**config.mk**
```make
export PLATFORM = sky130hd
export DESIGN_NAME = multdiv_ctrl
export DESIGN_NICKNAME = d
export VERILOG_FILES = /design/src/rtl/multdiv_ctrl_pkg.sv /design/src/rtl/multdiv_iter_counter.sv /design/src/rtl/multdiv_ctrl.sv
export SDC_FILE = /design/constraint.sdc
export NUM_CORES = 1
export LEC_CHECK = 0
export CORE_MARGIN = 3
export CORE_UTILIZATION = 31
export DETAILED_ROUTE_END_ITERATION = 6
export DONT_BUFFER_PORTS = 1
export HOLD_SLACK_MARGIN = 0.02
export PLACE_DENSITY = 0.44
export REMOVE_ABC_BUFFERS = 1
export SETUP_SLACK_MARGIN = 0.02
export SLEW_MARGIN = 15
export SYNTH_ARGS = -nofsm -noshare
export SYNTH_HDL_FRONTEND = slang
export SYNTH_SLANG_ARGS = --single-unit
export TNS_END_PERCENT = 30
```
**constraint.sdc**
```tcl
create_clock -name clk -period 2.3 [get_ports clk]
set_input_delay 0.115 -clock clk [delete_from_list [all_inputs] [get_ports clk]]
set_output_delay 0.115 -clock clk [all_outputs]
set_load 0.01 [all_outputs]
```
**src/rtl/multdiv_ctrl_pkg.sv**
```systemverilog
// Shared definitions for the multiply/divide sequencing controller:
// the FSM state encoding and the default iteration count.
package multdiv_ctrl_pkg;

    // Datapath iterations per operation (one bit of the operand per step).
    localparam int MD_ITERS = 32;

    // Controller sequence: IDLE -> LOAD -> RUN -> FIN -> DONE -> IDLE.
    typedef enum logic [2:0] {
        MD_IDLE = 3'd0,
        MD_LOAD = 3'd1,
        MD_RUN  = 3'd2,
        MD_FIN  = 3'd3,
        MD_DONE = 3'd4
    } md_state_e;

endpackage

```
**src/rtl/multdiv_iter_counter.sv**
```systemverilog
// Down counter tracking the remaining datapath iterations.
// A synchronous load takes priority over the decrement; the count
// holds at zero instead of wrapping.
module multdiv_iter_counter #(
    parameter int CW = 5
) (
    input  logic          clk,
    input  logic          reset,
    input  logic          ld,
    input  logic [CW-1:0] ld_val,
    input  logic          en,
    output logic [CW-1:0] cnt,
    output logic          zero
);

    // Count register: reset, load, or saturating decrement.
    // NOTE: clocked state is written with non-blocking (<=) so every register
    // samples pre-edge values and simulation matches the synthesized flops.
    always_ff @(posedge clk) begin
        if (reset) begin
            cnt <= '0;
        end else if (ld) begin
            cnt <= ld_val;
        end else if (en && (cnt != '0)) begin
            cnt <= cnt - 1'b1;
        end
    end

    assign zero = (cnt == '0);

endmodule

```
**src/rtl/multdiv_ctrl.sv**
```systemverilog
// Sequencing controller for the iterative multiply/divide unit.
// Turns a one-cycle start pulse into load / iterate / finalize strobes,
// short-cuts divide-by-zero straight to the result strobe, and reports
// the exception flag alongside a one-cycle result-ready strobe.
module multdiv_ctrl
    import multdiv_ctrl_pkg::*;
#(
    parameter int ITERS = MD_ITERS,
    parameter int CW    = $clog2(ITERS)
) (
    input  logic          clk,
    input  logic          reset,
    input  logic          ctrl_MULT,
    input  logic          ctrl_DIV,
    input  logic          divisor_zero,
    input  logic          mult_ovf,
    output logic          op_is_div,
    output logic          load_operands,
    output logic          iter_en,
    output logic [CW-1:0] iter_count,
    output logic          finalize,
    output logic          busy,
    output logic          data_resultRDY,
    output logic          data_exception
);

    md_state_e state_q;
    md_state_e state_d;
    logic      div_q;
    logic      exc_q;
    logic      start;
    logic      cnt_zero;

    // Either start pulse begins (or restarts) an operation from any state.
    assign start = ctrl_MULT | ctrl_DIV;

    multdiv_iter_counter #(
        .CW (CW)
    ) u_iter_counter (
        .clk    (clk),
        .reset  (reset),
        .ld     (state_q == MD_LOAD),
        .ld_val (CW'(ITERS - 1)),
        .en     (state_q == MD_RUN),
        .cnt    (iter_count),
        .zero   (cnt_zero)
    );

    // State register.
    always_ff @(posedge clk) begin
        if (reset) begin
            state_q <= MD_IDLE;
        end else begin
            state_q <= state_d;
        end
    end

    // Operation type: captured on every accepted start, divide wins a tie.
    always_ff @(posedge clk) begin
        if (reset) begin
            div_q <= 1'b0;
        end else if (start) begin
            div_q <= ctrl_DIV;
        end
    end

    // Exception flag: set by divide-by-zero in LOAD or overflow in FIN,
    // cleared whenever a new operation starts so aborted ops leave no trace.
    always_ff @(posedge clk) begin
        if (reset) begin
            exc_q <= 1'b0;
        end else if (start) begin
            exc_q <= 1'b0;
        end else if (state_q == MD_LOAD) begin
            exc_q <= div_q & divisor_zero;
        end else if (state_q == MD_FIN) begin
            exc_q <= mult_ovf & ~div_q;
        end
    end

    // Next-state logic; a start pulse overrides every other transition.
    // NOTE: state_d gets a default before the case so no path leaves it
    // unassigned, which would otherwise infer a latch.
    always_comb begin
        state_d = state_q;
        if (start) begin
            state_d = MD_LOAD;
        end else begin
            case (state_q)
                MD_IDLE: state_d = MD_IDLE;
                MD_LOAD: state_d = (div_q && divisor_zero) ? MD_DONE : MD_RUN;
                MD_RUN:  state_d = cnt_zero ? MD_FIN : MD_RUN;
                MD_FIN:  state_d = MD_DONE;
                MD_DONE: state_d = MD_IDLE;
                default: state_d = MD_IDLE;
            endcase
        end
    end

    // Moore output decode; the three datapath strobes come from distinct
    // states and so can never overlap.
    always_comb begin
        load_operands  = 1'b0;
        iter_en        = 1'b0;
        finalize       = 1'b0;
        busy           = 1'b0;
        data_resultRDY = 1'b0;
        data_exception = 1'b0;
        op_is_div      = div_q && (state_q != MD_IDLE);
        case (state_q)
            MD_LOAD: begin
                load_operands = 1'b1;
                busy          = 1'b1;
            end
            MD_RUN: begin
                iter_en = 1'b1;
                busy    = 1'b1;
            end
            MD_FIN: begin
                finalize = 1'b1;
                busy     = 1'b1;
            end
            MD_DONE: begin
                data_resultRDY = 1'b1;
                data_exception = exc_q;
            end
            default: ;
        endcase
    end

endmodule
```
Yosys cells after proc, flatten, opt, wreduce, memory -nomap -nowiden

Index checks and enable logic that the tools add are counted.

Flip-flop bits (word level): 10
Input bits: 6
Output and inout port bits: 12
Word-level logic and storage cells: 38

Add/sub/neg operators: 1
Eq/ne operators: 4
Muxes and demuxes: 14
Bitwise logic cells: 4
Reduce and logical (&&, ||, !) cells: 10

Operators by type and width:

| cell                                             | number |
|---|---|
| two-way mux 1 bit                                | 10 |
| two-way mux 5 bit                                | 2 |
| case mux 3 bit (3 select lines)                  | 1 |
| == test 3 x 2 -> 1 bit, second input constant    | 2 |
| logical NOT 5 bit                                | 1 |
| nonzero test 5 bit                               | 1 |
| subtractor 5 x 1 -> 5 bit, second input constant | 1 |
| nonzero test 2 bit                               | 2 |
| == test 3 x 1 -> 1 bit, second input constant    | 1 |
| == test 3 bit, second input constant             | 1 |
| logical AND 1 bit                                | 3 |
| two-way mux 3 bit                                | 1 |
| nonzero test 3 bit                               | 1 |
| OR reduction 3 bit                               | 1 |
| bitwise AND 1 bit                                | 2 |
| OR reduction 2 bit                               | 1 |
| inverter 1 bit                                   | 1 |
| bitwise OR 1 bit                                 | 1 |

Logic depth before layout (Yosys ltp)

Depth in word-level cells: 4
Gate-level depth with buffers: 6
Gate-level depth less buffers: 5

Hierarchy

From an unflattened synthesis, not the netlist that was laid out.

Cell total of the unflattened synthesis: 69
Area, all modules: 595.6 µm²

By module, submodules not included:

| module               | times used | cells each | area each (µm²) | sequential area each (µm²) |
|---|---|---|---|---|
| multdiv_iter_counter | 1          | 37         | 326.6           | 100.1 |
| multdiv_ctrl         | 1          | 32         | 269.0           | 100.1 |

Least setup slack after synthesis

OpenSTA, ideal clock, no wires.

Path kind: reg-to-reg
Start point: register u_iter_counter.cnt[0]
End point: register u_iter_counter.cnt[2]
Setup time: 0.137 ns
Data arrival time: 1.520 ns
Required time: 2.163 ns
Setup slack: 0.644 ns
Cell stages (with the launch flop): 7
Buffers on the path: 1
Period minus slack after synthesis: 1.656 ns
Cell sequence: dfxtp_1 -> inv_1 -> ha_1 -> or4b_4 -> buf_6 -> a311oi_1 -> a311oi_1

Cells in the longest elaborated chain, start to end: 3
Elaborated cells on any way between the ends: 6
Classes of those cells: add/sub: 1; mux: 2; reduce/logical: 3

Ends and longest elaborated chain:

| item                                                                   | RTL line                                               | text |
|---|---|---|
| from (decl)                                                            | multdiv_iter_counter.sv:12                             | `output logic [CW-1:0] cnt,` |
| from (signal assigned)                                                 | multdiv_iter_counter.sv:23                             | `cnt <= ld_val;` |
| from (signal assigned)                                                 | multdiv_iter_counter.sv:25                             | `cnt <= cnt - 1'b1;` |
| subtractor 5 x 1 -> 5 bit / nonzero test 5 bit (equally long branches) | multdiv_iter_counter.sv:25, multdiv_iter_counter.sv:24 |  |
| two-way mux 5 bit / logical AND 1 bit (equally long branches)          | multdiv_iter_counter.sv:24                             | `end else if (en && (cnt != '0)) begin` |
| two-way mux 5 bit / nonzero test 2 bit (equally long branches)         | n/a                                                    |  |

Parallel ways exist; a longest one is shown, timed or not. The select of a mux whose other input is x is not followed.
A chain may end at the register's enable or synchronous reset.

Worst setup path after layout

Same ends and word-level chain as after synthesis.

==> impl_metrics.csv <==
group,metric,value,unit
synth,syn_area,498,um2
timing,post-route-min-period,1.78,ns
timing,max_freq,562,MHz
finish,multi_input_area,251,um2
timing,tightest_slew,0.292,ns
floorplanning,io_pins,18,
clock_network,clockRootBuffer,"clkbuf_4",
finish,nFillCells,145,
timing,setup_tns,0,ns
power,p_seq_share,54.5,%
setup_path,cp_data_required_time,2.42,ns
finish,n_antenna_cell,0,
finish,area_delta_synth_final,11.8,%
synth,netlist_instances,58,
global_routing,grtUsageTotal,13.0,%
timing,whs,0.0529,ns
detailed_routing,drt_iter0_drc,8,
synth,yosysWarnings,0,
setup_path,crit_type,"flip-flop to flip-flop",
detailed_routing,route.detailed.drc,0,
global_routing,grt_pass1_wl,1.95,mm
min_path,whs_path_depth,3,
detailed_routing,vias,449,
timing,slew_violations,0,
finish,final_area,557,um2
power,swShare,27.1,%
clock_network,cts_setup_buffers,0,
timing,setup_violations,0,
setup_path,arrival,1.90,ns
floorplanning,die_h,46.1,um
timing,skew,0.000834,ns
floorplanning,die_w,46.1,um
setup_path,critPathMaxFanout,7,
power,clkPwrFrac,30.4,%
place,port_buffers,0,
clock_network,path_clk_slew,0.06,ns
floorplanning,die_area,2120,um2
finish,fin_util,39.8,%
timing,post-route-period-util,77.3,%
place,place.gp.congestion,0.741,
synth,ys_types,26,
global_routing,overflow,0,
clock_network,cts_num_sinks,10,
setup_path,r2r_cells,5,
power,irDropWorstVdd,299,uV
global_routing,grt_max_degree,13,
floorplanning,design.core.area,1400,um2
floorplanning,initial_core_util,35.6,%
global_routing,first_global_vias,429,
clock_network,clock_latency,0.25,ns
synth,synth_area_per_cell,8.59,um2
place,placed_cell_area,504,um2
global_routing,antenna_found_initial,0,
clock_network,cts_tree,"done",
power,p_int,269,uW
floorplanning,num_rows,13,
timing,maxSlewHeadroom,80.5,%
setup_path,worstSetupStartpointType,"flip-flop",
min_path,min_path_type,"input pin to flip-flop",
detailed_routing,ant_nets,0,
power,pwr-share-comb,15.2,%
detailed_routing,dr.pass1.iters,4,
place,post-dp-hpwl,901,um
setup_path,worst_setup_path_end_kind,"flip-flop",
finish,nets,71,
detailed_routing,vias_per_cell,5.83,
timing,rsz0062_at_grt,"false",
finish,layout-drive-gt1-share,11.3,%
clock_network,ctsHoldBuffers,3,
setup_path,reg2reg_slack,0.52,ns
timing,hold_viol,0,
clock_network,cts_resized,0,
clock_network,cts_buffer_depth,2,
power,cellPowerDensity,663,nW/um2
synth,ys_seq_area_share,40.2,%
synth,ys_ff_latch,10,
run,drv_cap,0,
detailed_routing,wirelength,1.18,mm
outcome,status,"finished, final reports clean",
detailed_routing,wire_per_inst,15.3,um
power,p_sw,100,uW
power,p_leak,0.000219,uW
clock_network,cts_buffers,3,
finish,seq_area,200,um2
clock_network,cts-htree-levels,1,
[power groups by stage]
stage                     clock network [uW]  logic, uW  registers [uW]
after detailed placement                   0       50.2             205
after global placement                     0       47.6             204
after global routing                     127       63.9             204
final                                    112       56.0             201
after CTS                                118       56.3             201
after floorplan                            0       41.4             201
[cell usage after synthesis]
cell / number / area [um2]
or3_1: 1 / 6.26
inv_1: 6 / 22.5
nand4_1: 2 / 12.5
nand3_1: 1 / 5.00
nand4b_1: 1 / 8.76
inv_2: 1 / 3.75
a311oi_1: 4 / 35.0
nand2_1: 2 / 7.51
and2_1: 1 / 6.26
nor2_1: 6 / 22.5
o31a_1: 1 / 8.76
buf_6: 1 / 11.3
buf_2: 1 / 5.00
a211oi_1: 2 / 15.0
ha_1: 1 / 12.5
nor3_1: 1 / 5.00
and3_1: 1 / 6.26
nor3b_2: 1 / 12.5
nand2b_1: 2 / 12.5
or4b_4: 1 / 13.8
nor2b_1: 1 / 6.26
clkbuf_1: 1 / 3.75
dfxtp_1: 10 / 200
a31oi_1: 2 / 12.5
a21oi_1: 5 / 25.0
a31o_1: 2 / 17.5
[routing by layer]
metal	share of wire [%]	GRT usage, %
met2	47	20.6
met3	13	5.86
met1	39	14.4
met4	0	6.82
met5	0	0
[worst max-delay path, cell delays in order, from the launching register on]
cell and delay, ns:
dfxtp_1 0.38, inv_1 0.09, ha_1 0.23, or4b_4 0.53, a311oi_1 0.34, a311oi_1 0.08
[placed cells by master, fill, tap and decap left out, types with 2 or more instances in the layout]
cell type | netlist | layout
a211oi_1 | 2 | 2
a21oi_1 | 5 | 5
a311oi_1 | 4 | 4
a31o_1 | 2 | 2
a31oi_1 | 2 | 2
clkbuf_4 | 0 | 3
dfxtp_1 | 10 | 10
dlygate4sd3_1 | 0 | 3
inv_1 | 6 | 6
nand2_1 | 2 | 2
nand2b_1 | 2 | 2
nand4_1 | 2 | 2
nor2_1 | 6 | 6
[final cells by class]
cell class                      instances  area share, %
Clock buffer                            3           4.04
Inverter                                7           4.72
Multi-Input combinational cell         38           45.2
Sequential cell                        10           36.0
Tap cell                               15           3.37
Timing Repair Buffer                    4           6.74
[per-stage QoR]
step / total power [uW] / cells / worst slack, ns
final: 369 / 77 / 0.521
after CTS: 375 / 77 / 0.512
after global routing: 395 / 77 / 0.359
after global placement: 252 / 71 / 0.643
after detailed placement: 255 / 71 / 0.520
after floorplan: 242 / 55 / 0.696
[path summary, 6_finish.rpt]
kind,startpoint,endpoint
max,u_iter_counter.cnt[0],u_iter_counter.cnt[2]
min,ctrl_MULT,div_q
max reg2reg,u_iter_counter.cnt[0],u_iter_counter.cnt[2]
min reg2reg,exc_q,exc_q
[registers in the layout, summed over array words and instances (netlist names)]
name / cells
div_q: 1
state_q: 3
u_iter_counter.cnt: 5
exc_q: 1
[cells by family (layout without fill, tap and decap cells)]
| family | count (synthesis) | after routing | share of synthesized area (%) |
|---|---|---|---|
| DFF | 10 | 10 | 40.2 |
| and+or+nand+nor | 21 | 21 | 25.1 |
| buffers and inverters | 10 | 14 | 9.29 |
| adders and majority gates | 1 | 1 | 2.51 |
| AOI/OAI and AO/OA | 16 | 16 | 22.9 |
Power figures use the tool's default switching activity.
